--- src/rtl/sys_reset_seq.sv ---
// sys_reset_seq: reset sequencer for the system master.
// Synchronises the board reset and the asynchronous ready qualifiers. Once
// every qualifier is seen high it holds all domains in reset, then releases
// them one by one in index order. Supports a software-requested full
// re-sequence and keeps a sticky flag when a qualifier drops after release.
module sys_reset_seq #(
    parameter int NUM_DOMAINS   = 3,
    parameter int NUM_QUAL      = 2,
    parameter int SYNC_STAGES   = 2,
    parameter int HOLD_CYCLES   = 16,
    parameter int STAGE_GAP     = 8,
    parameter int SW_RST_CYCLES = 32
) (
    input  logic                   soc_clk_i,
    input  logic                   sys_resetn_i,
    input  logic [NUM_QUAL-1:0]    qual_i,
    input  logic                   sw_reset_req_i,
    output logic [NUM_DOMAINS-1:0] rstn_o,
    output logic                   ready_o,
    output logic [2:0]             state_o,
    output logic                   qual_lost_o
);

    // Edge, counted from T0, at which the last domain is released.
    localparam int SEQ_END = HOLD_CYCLES + (NUM_DOMAINS - 1) * STAGE_GAP;
    localparam int CNT_MAX = (SEQ_END > SW_RST_CYCLES) ? SEQ_END : SW_RST_CYCLES;
    localparam int CW      = $clog2(CNT_MAX + 1);

    localparam logic [CW-1:0] CNT_MAX_C = CW'(CNT_MAX);
    localparam logic [CW-1:0] SEQ_END_C = CW'(SEQ_END);
    localparam logic [CW-1:0] HOLD_C    = CW'(HOLD_CYCLES);
    localparam logic [CW-1:0] SWRST_C   = CW'(SW_RST_CYCLES);

    typedef enum logic [2:0] {
        ST_HOLD    = 3'd0,
        ST_COUNT   = 3'd1,
        ST_RELEASE = 3'd2,
        ST_RUN     = 3'd3,
        ST_SWRST   = 3'd4
    } state_t;

    // Count value at which domain k leaves reset.
    function automatic logic [CW-1:0] rel_at(input int k);
        return CW'(HOLD_CYCLES + k * STAGE_GAP);
    endfunction

    logic [SYNC_STAGES-1:0] rst_sync_r;
    logic [NUM_QUAL-1:0]    qual_sync_r [SYNC_STAGES];
    logic                   srst_s;
    logic                   qok_s;
    logic [CW-1:0]          cnt_r;
    logic [CW-1:0]          cnt_inc_s;
    logic [NUM_DOMAINS-1:0] rel_mask_s;
    state_t                 state_r;
    logic [NUM_DOMAINS-1:0] rstn_r;
    logic                   ready_r;
    logic                   qual_lost_r;

    // Reset synchroniser: asynchronous assertion, synchronous release.
    always_ff @(posedge soc_clk_i or negedge sys_resetn_i) begin
        if (!sys_resetn_i) begin
            rst_sync_r <= '0;
        end else begin
            rst_sync_r <= {rst_sync_r[SYNC_STAGES-2:0], 1'b1};
        end
    end

    // Per-bit qualifier synchronisers, no filtering.
    always_ff @(posedge soc_clk_i or negedge sys_resetn_i) begin
        if (!sys_resetn_i) begin
            for (int i = 0; i < SYNC_STAGES; i++) begin
                qual_sync_r[i] <= '0;
            end
        end else begin
            qual_sync_r[0] <= qual_i;
            for (int i = 1; i < SYNC_STAGES; i++) begin
                qual_sync_r[i] <= qual_sync_r[i-1];
            end
        end
    end

    // The FSM is held cleared until the synchronised reset has released.
    assign srst_s = ~rst_sync_r[SYNC_STAGES-1];
    assign qok_s  = &qual_sync_r[SYNC_STAGES-1];

    // Saturating increment: the counter never wraps.
    always_comb begin
        if (cnt_r >= CNT_MAX_C) begin
            cnt_inc_s = CNT_MAX_C;
        end else begin
            cnt_inc_s = cnt_r + CW'(1);
        end
    end

    // Domains whose release point has been reached by the next count value.
    always_comb begin
        rel_mask_s = '0;
        for (int k = 0; k < NUM_DOMAINS; k++) begin
            rel_mask_s[k] = (cnt_inc_s >= rel_at(k));
        end
    end

    // Sequencer FSM with registered outputs.
    always_ff @(posedge soc_clk_i or negedge sys_resetn_i) begin
        if (!sys_resetn_i) begin
            state_r     <= ST_HOLD;
            cnt_r       <= '0;
            rstn_r      <= '0;
            ready_r     <= 1'b0;
            qual_lost_r <= 1'b0;
        end else if (srst_s) begin
            state_r     <= ST_HOLD;
            cnt_r       <= '0;
            rstn_r      <= '0;
            ready_r     <= 1'b0;
            qual_lost_r <= 1'b0;
        end else begin
            case (state_r)
                ST_HOLD: begin
                    cnt_r   <= '0;
                    rstn_r  <= '0;
                    ready_r <= 1'b0;
                    if (qok_s) begin
                        state_r <= ST_COUNT;
                    end
                end
                ST_COUNT, ST_RELEASE, ST_RUN: begin
                    if (!qok_s) begin
                        // Loss during COUNT is a silent re-qualify; after release it is sticky.
                        state_r <= ST_HOLD;
                        cnt_r   <= '0;
                        rstn_r  <= '0;
                        ready_r <= 1'b0;
                        if (state_r != ST_COUNT) begin
                            qual_lost_r <= 1'b1;
                        end
                    end else if (sw_reset_req_i && (state_r != ST_COUNT)) begin
                        state_r     <= ST_SWRST;
                        cnt_r       <= '0;
                        rstn_r      <= '0;
                        ready_r     <= 1'b0;
                        qual_lost_r <= 1'b0;
                    end else begin
                        cnt_r  <= cnt_inc_s;
                        rstn_r <= rel_mask_s;
                        if (cnt_inc_s >= SEQ_END_C) begin
                            state_r <= ST_RUN;
                            ready_r <= 1'b1;
                        end else if (cnt_inc_s >= HOLD_C) begin
                            state_r <= ST_RELEASE;
                        end
                    end
                end
                ST_SWRST: begin
                    // Fixed-length hold; qualifier and request inputs are ignored here.
                    rstn_r  <= '0;
                    ready_r <= 1'b0;
                    if (cnt_inc_s >= SWRST_C) begin
                        state_r <= ST_HOLD;
                        cnt_r   <= '0;
                    end else begin
                        cnt_r <= cnt_inc_s;
                    end
                end
                default: begin
                    state_r <= ST_HOLD;
                    cnt_r   <= '0;
                    rstn_r  <= '0;
                    ready_r <= 1'b0;
                end
            endcase
        end
    end

    assign rstn_o      = rstn_r;
    assign ready_o     = ready_r;
    assign state_o     = state_r;
    assign qual_lost_o = qual_lost_r;

endmodule

--- config.mk ---
export PLATFORM = sky130hd
export DESIGN_NAME = sys_reset_seq
export DESIGN_NICKNAME = d
export VERILOG_FILES = /design/src/rtl/sys_reset_seq.sv
export SDC_FILE = /design/constraint.sdc
export NUM_CORES = 1
export LEC_CHECK = 0
export CORE_MARGIN = 2
export CORE_UTILIZATION = 53
export CTS_CLUSTER_SIZE = 20
export DETAILED_ROUTE_END_ITERATION = 6
export HOLD_SLACK_MARGIN = 0.12
export PLACE_DENSITY = 0.75
export SLEW_MARGIN = 20
export SYNTH_ARGS = -nofsm -noshare
export SYNTH_HDL_FRONTEND = slang
export SYNTH_SLANG_ARGS = --single-unit
export TNS_END_PERCENT = 50
--- constraint.sdc ---
create_clock -name soc_clk_i -period 4.2 [get_ports soc_clk_i]
set_input_delay 0.63 -clock soc_clk_i [delete_from_list [all_inputs] [get_ports soc_clk_i]]
set_output_delay 0.63 -clock soc_clk_i [all_outputs]
set_load 0.02 [all_outputs]
# == Word-level counts from Yosys, hierarchy flattened ==
# Cells that the tools add are included.
# op_classes
add_sub_neg,1
order_cmp,4
n_eq_ne,12
muxes,28
reduce_logical,6
# op_table
cell,count
3-bit 2-to-1 mux,11
6-bit 2-to-1 mux,5
"6-bit by 5-bit greater-or-equal comparator with 1-bit output, second input constant",2
"6-bit greater-or-equal comparator, second input constant",2
6-bit case mux with 2 select lines,1
1-bit 2-to-1 mux,10
3-bit case mux with 3 select lines,1
"6-bit by 1-bit adder with 6-bit output, second input constant",1
"3-bit by 2-bit equality test with 1-bit output, second input constant",2
"3-bit by 1-bit != test with 1-bit output, second input constant",2
"3-bit != test, second input constant",2
"6-bit != test, second input constant",1
3-bit AND reduction,2
"5-bit != test, second input constant",1
"3-bit by 1-bit equality test with 1-bit output, second input constant",1
"3-bit equality test, second input constant",1
3-bit zero test,1
"3-bit by 2-bit != test with 1-bit output, second input constant",1
3-bit OR reduction,1
"2-bit by 1-bit != test with 1-bit output, second input constant",1
2-bit AND reduction,1
1-bit logical AND,1
# word_totals
register_bits,20
inputBits,5
out_inout_bits,8
elab_cells,59

# == Longest topological paths before layout ==
# Gate-level depths: netlist of run 1.
# depth
ltp_word,9
mapped_depth,5
mapped_depth_nobuf,5

# == Least setup slack after synthesis of run 1 ==
# OpenSTA, ideal clock, no wires.
# synth_timing
path_type,reg-to-reg
from,register cnt_r[0]
to,register state_r[0] (netlist: state_o[0])
setup_ns,0.133
t_arrival_ns,1.321
t_required_ns,4.067
path_slack_ns,2.746
path_stages_with_launch,6
path_buffers,0
period_less_slack_ns,1.454
path_cell_list,dfrtp_1 ha_1 nand3_2 xnor2_1 a2111oi_0 nor2_1
# synth_between
elab_chain_len,8
word_cells_on_any_way,13
classes_between,1 x add/sub; 3 x order compare; 2 x eq/ne; 6 x mux; 1 x reduce/logical
# synth_rtl
item,line_no,source
"start, declared",51,logic [CW-1:0] cnt_r;
"start signal, assigned",144,cnt_r <= cnt_inc_s;
"start signal, assigned",162,cnt_r <= cnt_inc_s;
6-bit by 1-bit adder with 6-bit output or 6-bit greater-or-equal comparator (tied branches),"91, 88",
6-bit 2-to-1 mux *,88,if (cnt_r >= CNT_MAX_C) begin
6-bit greater-or-equal comparator,"146, 158",
3-bit 2-to-1 mux,146,if (cnt_inc_s >= SEQ_END_C) begin
3-bit 2-to-1 mux,137,end else if (sw_reset_req_i && (state_r != ST_COUNT)) begin
3-bit 2-to-1 mux,128,if (!qok_s) begin
3-bit case mux with 3 select lines,118,case (state_r)
3-bit 2-to-1 mux,111,end else if (srst_s) begin
"end signal, assigned",112,state_r <= ST_HOLD;
"end signal, assigned",130,state_r <= ST_HOLD;
"end signal, assigned",138,state_r <= ST_SWRST;
"end, declared",54,state_t state_r;
# Every way passes the cells marked *; elsewhere a longest branch is shown, timed or not.
# A chain may end at the register's enable or synchronous reset.

# == Worst setup path after layout of run 1 ==
# layout_timing
from,register state_r[2] (netlist: state_o[2])
to,output state_o[2]
# layout_rtl
item,line_no,source
"start signal, assigned",106,state_r <= ST_HOLD;
"start signal, assigned",112,
"start signal, assigned",124,state_r <= ST_COUNT;
"end, declared",20,"output logic [2:0] state_o,"
# No word-level cell between the ends.

==> out/metrics.csv, run 1 <==
stage,metric,value,unit
run_status,status,"finished, final reports clean",
power,P per Cell Area,315,nW/µm²
synthesis,"area leader, netlist",dfrtp_1,
synthesis,Synth Area in Adders,2.98,%
placed_design,port bufs,12,
finish,antenna fix cells,0,
synthesis,multiplexer area fraction after synthesis,1.19,%
cts,Resized cells post-CTS,0,
drt,met3 wire length,48,µm
hold_path,hold path depth,0,
drt,length of routed met2 wiring,641,µm
synthesis,library cells used by synthesis,27,
synthesis,Syn Inst Count,76,
cts,clock slew at reported path FFs,0.11,ns
sta,final hold viol count,0,
cts,CTS sink cnt,20,
grt,GR Overflow Total,0,
cts,H-tree depth,1,
synthesis,Synth top area share,59.5,%
finish,Multi-input gate area,322,µm²
worst_setup_path,critical setup path kind,register to primary output,
drt,vias per inst,5.40,
cts,CTS buffer count,3,
floorplanning,Die Span X,43.8,µm
synthesis,sequential area share after synthesis,59.5,%
drt,final wirelength,1320,µm
synthesis,Synth area leaders,"dfrtp_1 60%, nor2_1 6.7%, ha_1 3.0%, nor4b_4 2.8%, nor3_1 2.4%",
sta,RSZ-0062 raised after global routing,no,
finish,area grow syn2layout,21.0,%
floorplanning,Top Ports,13,
synthesis,mean post-synth cell area,11.1,µm²
drt,Initial DRT Pass Iterations,5,
sta,Final Skew,0.00455,ns
synthesis,Seq cells post-synth,20,
drt,Via Count,583,
worst_setup_path,"Arr. time, crit path",1.47,ns
grt,initial antenna violation count,0,
finish,Reg area,500,µm²
worst_setup_path,Crit Path Max Fanout,8,
placed_design,placed insts,104,
drt,WL/cell,12.3,µm
sta,Tmin final,2.10,ns
worst_setup_path,Worst Path Required,3.57,ns
worst_setup_path,crit-path max cell delay,0.66,ns
worst_setup_path,largest delay contributor family on the critical path,buffers and inverters,
floorplanning,area of the core,1490,µm²
cts,worst-case clock buffer depth,2,
drt,DRC violations left,0,
sta,f_max,477,MHz
sta,Worst Tran Pin Value,0.850,ns
drt,Iter 0 DRT Violations,8,
floorplanning,DIE AREA,1920,µm²
power,Worst IR Drop VDD,0.000235,V
finish,Filler cells,116,
placed_design,DP Worst Slack,2.36,ns
sta,"Setup violations, final",0,
synthesis,simple-gate share of the synthesized area,20.1,%
grt,number of global-route vias before repair,534,
worst_setup_path,crit path launch type,register,
worst_setup_path,CP Capture Type,primary output,
grt,GRT Total Usage,15.9,%
worst_setup_path,cell-by-cell trace of the critical path,clkdlybuf4s50_1,
cts,CTS tree,built,
drt,top routing layer in use,met4,
synthesis,Compound-Gate Fraction of Synth Area,10.4,%
worst_setup_path,stages on the worst setup path,1,
sta,Slew HR,43.2,%
finish,layout cells sized above 1,10.9,%
synthesis,Synth Net Count,83,
floorplanning,Initial Util,56.5,%
finish,Final nets,100,
cts,Post-CTS Setup Repair Bufs,0,
power,Lkg Pwr,0.425,nW
floorplanning,Rows,14,
sta,Final Hold Slack,0.359,ns
finish,Final Instance Count excl. Fillers,108,
sta,Final WS setup,2.10,ns
worst_setup_path,Slowest cell on crit path,clkdlybuf4s50_1,
drt,DRT met1 WL,609,µm
synthesis,xor/xnor share of the synthesized area,3.13,%
sta,final worst path period share,50.0,%
job,max cap viols,0,
worst_setup_path,crit path buf inv count,1,
cts,Root Buffer,clkbuf_4,
synthesis,Yosys Warn Count,0,
cts,worst skew pair latency,0.30,ns
worst_setup_path,Worst Reg-to-Reg Cells,5,
synthesis,Mapped Area,841,µm²
grt,first-pass GRT wire length,2210,µm
floorplanning,die height,43.8,µm
finish,Final Core Density,68.3,%
placed_design,hpwl dp,973,µm
sta,TNS Setup,0,ns
synthesis,main combinational cell family by area after synthesis,simple AND/OR/NAND/NOR gates,
cts,hold_buf cts,0,
hold_path,worst min-delay path class,register to register,
sta,final slew viol count,0,
placed_design,Final GP Congestion,0.830,
grt,largest net degree at the start of global routing,21,
drt,Antenna Violating Nets Remaining,0,
-- power by group --
part / internal [mW] / switching [mW] / total, mW
clock network: 0.0528 / 0.0574 / 0.110
logic: 0.00557 / 0.00709 / 0.0127
registers: 0.196 / 0.00174 / 0.198
-- final cells by class --
class / instances / share of cell area (%)
clock buffers: 4 / 3.57
inverters: 5 / 1.85
repair buffers: 12 / 11.8
well taps: 16 / 1.97
multi-input cells: 51 / 31.6
flip-flops and latches: 20 / 49.2
-- layer usage --
metal | GRT usage (%) | vias up
met5 | 0 | -
met4 | 9.09 | 0
met1 | 19.9 | 280
met3 | 2.50 | 4
li1 | - | 288
met2 | 25.9 | 11
-- stage by stage --
step	cell area, µm²	total power, mW
6_report	1020	0.320
4_1_cts	1020	0.323
3_5_place_dp	981	0.214
3_3_place_gp	981	0.214
5_1_grt	1020	0.332
2_1_floorplan	841	0.205
-- flip-flops by register name, indices dropped and copies added, names as in the netlist --
signal and count:
qual_sync_r 4, rstn_o 3, cnt_r 6, qual_lost_o 1
state_o 3, rst_sync_r 2, ready_o 1
-- synth_stat cells (all sizes together) --
master,count
nand3,3
a211oi,1
conb,1
dfrtp,20
nor3,4
mux2i,1
o21a,1
nor3b,1
ha,2
a21oi,3
nor2b,1
xnor2,2
inv,5
o21ai,3
nor2,16
nor4b,1
a21boi,2
nand3b,1
a2111oi,1
xor2,1
o2111a,1
nand2,5
-- cells by family (layout without fill, tap and decap cells) --
group	Yosys count	after routing
adders and majority gates	2	2
xor gates and xnor gates	3	3
DFF	20	20
AOI/OAI and AO/OA	12	12
other	1	1
buffers and inverters	5	21
and+or+nand+nor	32	32
muxes	1	1
-- placed cells by master, fill, tap and decap left out --
| master | n |
|---|---|
| a211oi_1 | 1 |
| nand2_2 | 1 |
| clkbuf_4 | 3 |
| nor4b_4 | 1 |
| conb_1 | 1 |
| nor3b_1 | 1 |
| dfrtp_1 | 20 |
| inv_1 | 5 |
| xor2_1 | 1 |
| nor2b_1 | 1 |
| clkbuf_8 | 1 |
| o21ai_0 | 2 |
| a2111oi_0 | 1 |
| nor2_1 | 15 |
| a21boi_0 | 2 |
| o2111a_1 | 1 |
| nand3b_1 | 1 |
| nand3_2 | 1 |
| clkdlybuf4s50_1 | 12 |
| a21oi_2 | 1 |
| ha_1 | 2 |
| mux2i_1 | 1 |
| nand3_1 | 2 |
| o21a_1 | 1 |
| a21oi_1 | 2 |
| xnor2_1 | 2 |
| nor2_2 | 1 |
| nand2_1 | 4 |
| nor3_1 | 4 |
| o21ai_2 | 1 |
-- worst paths after layout --
| kind | slack [ns] | endpoint | start |
|---|---|---|---|
| worst max-delay path | 2.10 | state_o[2] | state_o[2]$_DFFE_PN0P_ |
| worst min-delay path | 0.36 | rst_sync_r[1]$_DFF_PN0_ | rst_sync_r[0]$_DFF_PN0_ |
| worst max register to register | 2.57 | state_o[0]$_DFFE_PN0P_ | cnt_r[0]$_DFF_PN0_ |
| worst min register to register | 0.36 | rst_sync_r[1]$_DFF_PN0_ | rst_sync_r[0]$_DFF_PN0_ |
| max in group asynchronous | 2.87 | qual_sync_r[3]$_DFF_PN0_ | sys_resetn_i |
| min in group asynchronous | 0.80 | rstn_o[1]$_DFF_PN0_ | sys_resetn_i |
Note: power is estimated with default switching activity, not from simulation.
==> run 2, diff against run 1 <==
--- a/config.mk
+++ b/config.mk
@@ -5,12 +5,13 @@
 export SDC_FILE = /design/constraint.sdc
 export NUM_CORES = 1
 export LEC_CHECK = 0
+export CORE_ASPECT_RATIO = 1.25
 export CORE_MARGIN = 2
-export CORE_UTILIZATION = 53
+export CORE_UTILIZATION = 50
 export CTS_CLUSTER_SIZE = 20
 export DETAILED_ROUTE_END_ITERATION = 6
 export HOLD_SLACK_MARGIN = 0.12
-export PLACE_DENSITY = 0.75
+export PLACE_DENSITY = 0.71
 export SLEW_MARGIN = 20
 export SYNTH_ARGS = -nofsm -noshare
 export SYNTH_HDL_FRONTEND = slang
==> constraint.sdc (replaced) <==
create_clock -name soc_clk_i -period 2.2 [get_ports soc_clk_i]
set_input_delay 0.33 -clock soc_clk_i [delete_from_list [all_inputs] [get_ports soc_clk_i]]
set_output_delay 0.33 -clock soc_clk_i [all_outputs]
set_load 0.02 [all_outputs]
==> run 2 against run 1 <==
  * Combinational power is 100% higher
  * Largest power group unchanged
  * Wire length is 6.3% higher
  * Critical endpoint unchanged
  * Critical path depth stayed put
  * Clock power grew to 2.7 times the previous value
  * Total power rose by 120%
  * Highest routed layer unchanged
  * Largest cell class unchanged
  * Final cell count grew 2.8%
==> out/metrics.csv, run 2 (same netlist as run 1, synthesis figures left out) <==
stage,metric,value,unit,change
grt,GR Overflow Total,0,,unchanged
cts,clock slew at reported path FFs,0.11,ns,about the same
finish,layout cells sized above 1,11.8,%,+0.96 points
floorplanning,die height,49.9,µm,+14%
cts,CTS sink cnt,20,,unchanged
cts,Resized cells post-CTS,0,,unchanged
run_status,status,"finished, final reports clean",,
worst_setup_path,Slowest cell on crit path,clkdlybuf4s50_1,,
worst_setup_path,crit-path max cell delay,0.66,ns,about the same
grt,met2 Use GR,27.0,%,+1.1 points
drt,Antenna Violating Nets Remaining,0,,unchanged
cts,CTS tree,built,,
worst_setup_path,"Arr. time, crit path",1.47,ns,about the same
worst_setup_path,critical setup path kind,register to primary output,,
worst_setup_path,crit path launch type,register,,
drt,DRC violations left,0,,unchanged
floorplanning,Die Span X,40.7,µm,-7.2%
grt,initial antenna violation count,0,,unchanged
placed_design,port bufs,12,,unchanged
finish,Multi-input gate area,322,µm²,unchanged
finish,"Most flops, register",cnt_r,,
cts,hold_buf cts,0,,unchanged
drt,WL/cell,12.7,µm,+3.4%
floorplanning,DIE AREA,2030,µm²,+5.6%
sta,Tmin final,1.80,ns,
drt,vias per inst,5.29,,-2.0%
finish,"commonest non-fill, non-tap cells in the layout","20 x dfrtp_1, 15 x nor2_1, 12 x clkdlybuf4s50_1",,
sta,f_max,556,MHz,
finish,top flop regs,"cnt_r: 6 flops, qual_sync_r: 4 flops",,
sta,final slew viol count,0,,unchanged
power,Worst IR Drop VDD,0.000546,V,+130%
finish,"commonest non-fill, non-tap cell in the layout",dfrtp_1,,
worst_setup_path,CP Capture Type,primary output,,
sta,Final WS setup,0.403,ns,-1.70 ns
finish,Reg area,500,µm²,unchanged
power,Lkg Pwr,0.437,nW,+2.8%
placed_design,DP Worst Slack,0.629,ns,-1.73 ns
worst_setup_path,flop2flop setup slack,0.61,ns,-1.96 ns
cts,H-tree depth,1,,unchanged
floorplanning,Rows,16,,+2
floorplanning,Top Ports,13,,unchanged
power,P per Cell Area,668,nW/µm²,+110%
finish,area grow syn2layout,24.1,%,
floorplanning,area of the core,1580,µm²,+6.2%
hold_path,worst min-delay path class,primary input to asynchronous set/reset pin,,
finish,Largest register FFs,6,,unchanged
placed_design,hpwl dp,1030,µm,+5.9%
cts,CTS buffer count,3,,unchanged
drt,Iter 0 DRT Violations,10,,+2
placed_design,placed insts,107,,+2.9%
grt,grt met3 use,4.50,%,+2.0 points
cts,Root Buffer,clkbuf_4,,
job,max cap viols,0,,unchanged
worst_setup_path,Crit Path Max Fanout,8,,unchanged
finish,Final Instance Count excl. Fillers,111,,+2.8%
worst_setup_path,largest delay contributor family on the critical path,buffers and inverters,,
worst_setup_path,crit path buf inv count,1,,unchanged
cts,worst-case clock buffer depth,2,,unchanged
finish,antenna fix cells,0,,unchanged
drt,Via Count,587,,+0.69%
grt,GRT Total Usage,17.1,%,+1.2 points
cts,Post-CTS Setup Repair Bufs,0,,unchanged
cts,worst skew pair latency,0.30,ns,about the same
sta,final hold viol count,0,,unchanged
worst_setup_path,cell-by-cell trace of the critical path,clkdlybuf4s50_1,,
sta,final worst path period share,81.7,%,
finish,Filler cells,137,,+18%
worst_setup_path,Worst Path Required,1.87,ns,-1.70 ns
sta,RSZ-0062 raised after global routing,no,,
grt,"Most Used Layer, Global Route",met2,,
drt,Initial DRT Pass Iterations,4,,-1
grt,largest net degree at the start of global routing,21,,unchanged
placed_design,Final GP Congestion,0.744,,-10%
sta,"Setup violations, final",0,,unchanged
grt,first-pass GRT wire length,2330,µm,+5.0%
grt,number of global-route vias before repair,548,,+2.6%
finish,Final nets,101,,+1.0%
drt,final wirelength,1410,µm,+6.3%
sta,Final Skew,0.00460,ns,+0.0000474 ns
grt,met1 GRT Util,21.5,%,+1.5 points
floorplanning,Initial Util,53.2,%,-3.3 points
sta,TNS Setup,0,ns,unchanged
[run 2: cell count changes in the layout (fill, tap and decap cells not counted), sizes merged]
| cell | change |
|---|---|
| buf | +1 |
| bufinv | +1 |
| clkbuf | -1 |
[run 2: per-stage QoR]
step / instance area [µm²] / utilization (%) / power [mW] / hold slack, ns
after global routing: 1040 / 66.0 / 0.723 / 0.370
after global placement: 991 / 62.7 / 0.410 / 0.334
after detailed placement: 991 / 62.7 / 0.411 / 0.343
after CTS: 1040 / 66.0 / 0.703 / 0.356
final: 1040 / 66.0 / 0.697 / 0.358
after floorplan: 841 / - / 0.392 / 0.0344
[run 2: path summary, 6_finish.rpt]
check | startpoint | endpoint | cells past startpoint
max | state_o[2]$_DFFE_PN0P_ | state_o[2] | 1
min | sys_resetn_i | cnt_r[2]$_DFF_PN0_ | 2
max reg2reg | cnt_r[0]$_DFF_PN0_ | state_o[0]$_DFFE_PN0P_ | 5
min reg2reg | qual_sync_r[2]$_DFF_PN0_ | qual_sync_r[0]$_DFF_PN0_ | 0
max in group asynchronous | sys_resetn_i | cnt_r[5]$_DFF_PN0_ | 2
min in group soc_clk_i | qual_sync_r[2]$_DFF_PN0_ | qual_sync_r[0]$_DFF_PN0_ | 0
[run 2: cell type report]
| class | instances | share of cell area [%] |
|---|---|---|
| Tap cell | 18 | 2.16 |
| Timing Repair Buffer | 13 | 12.2 |
| Inverter | 5 | 1.80 |
| Sequential cell | 20 | 48.0 |
| Clock buffer | 3 | 2.16 |
| Multi-Input combinational cell | 51 | 30.8 |
| Clock inverter | 1 | 2.88 |
[run 2: metal layers]
layer	wire length (µm)	share of wire (%)
met3	67	4.8
met2	701	50
met4	22	1.6
met5	0	0
met1	616	44
[run 2: power by group]
| part | switching, mW | internal [mW] |
|---|---|---|
| clock | 0.109 | 0.184 |
| sequential | 0.00367 | 0.374 |
| combinational | 0.0140 | 0.0118 |
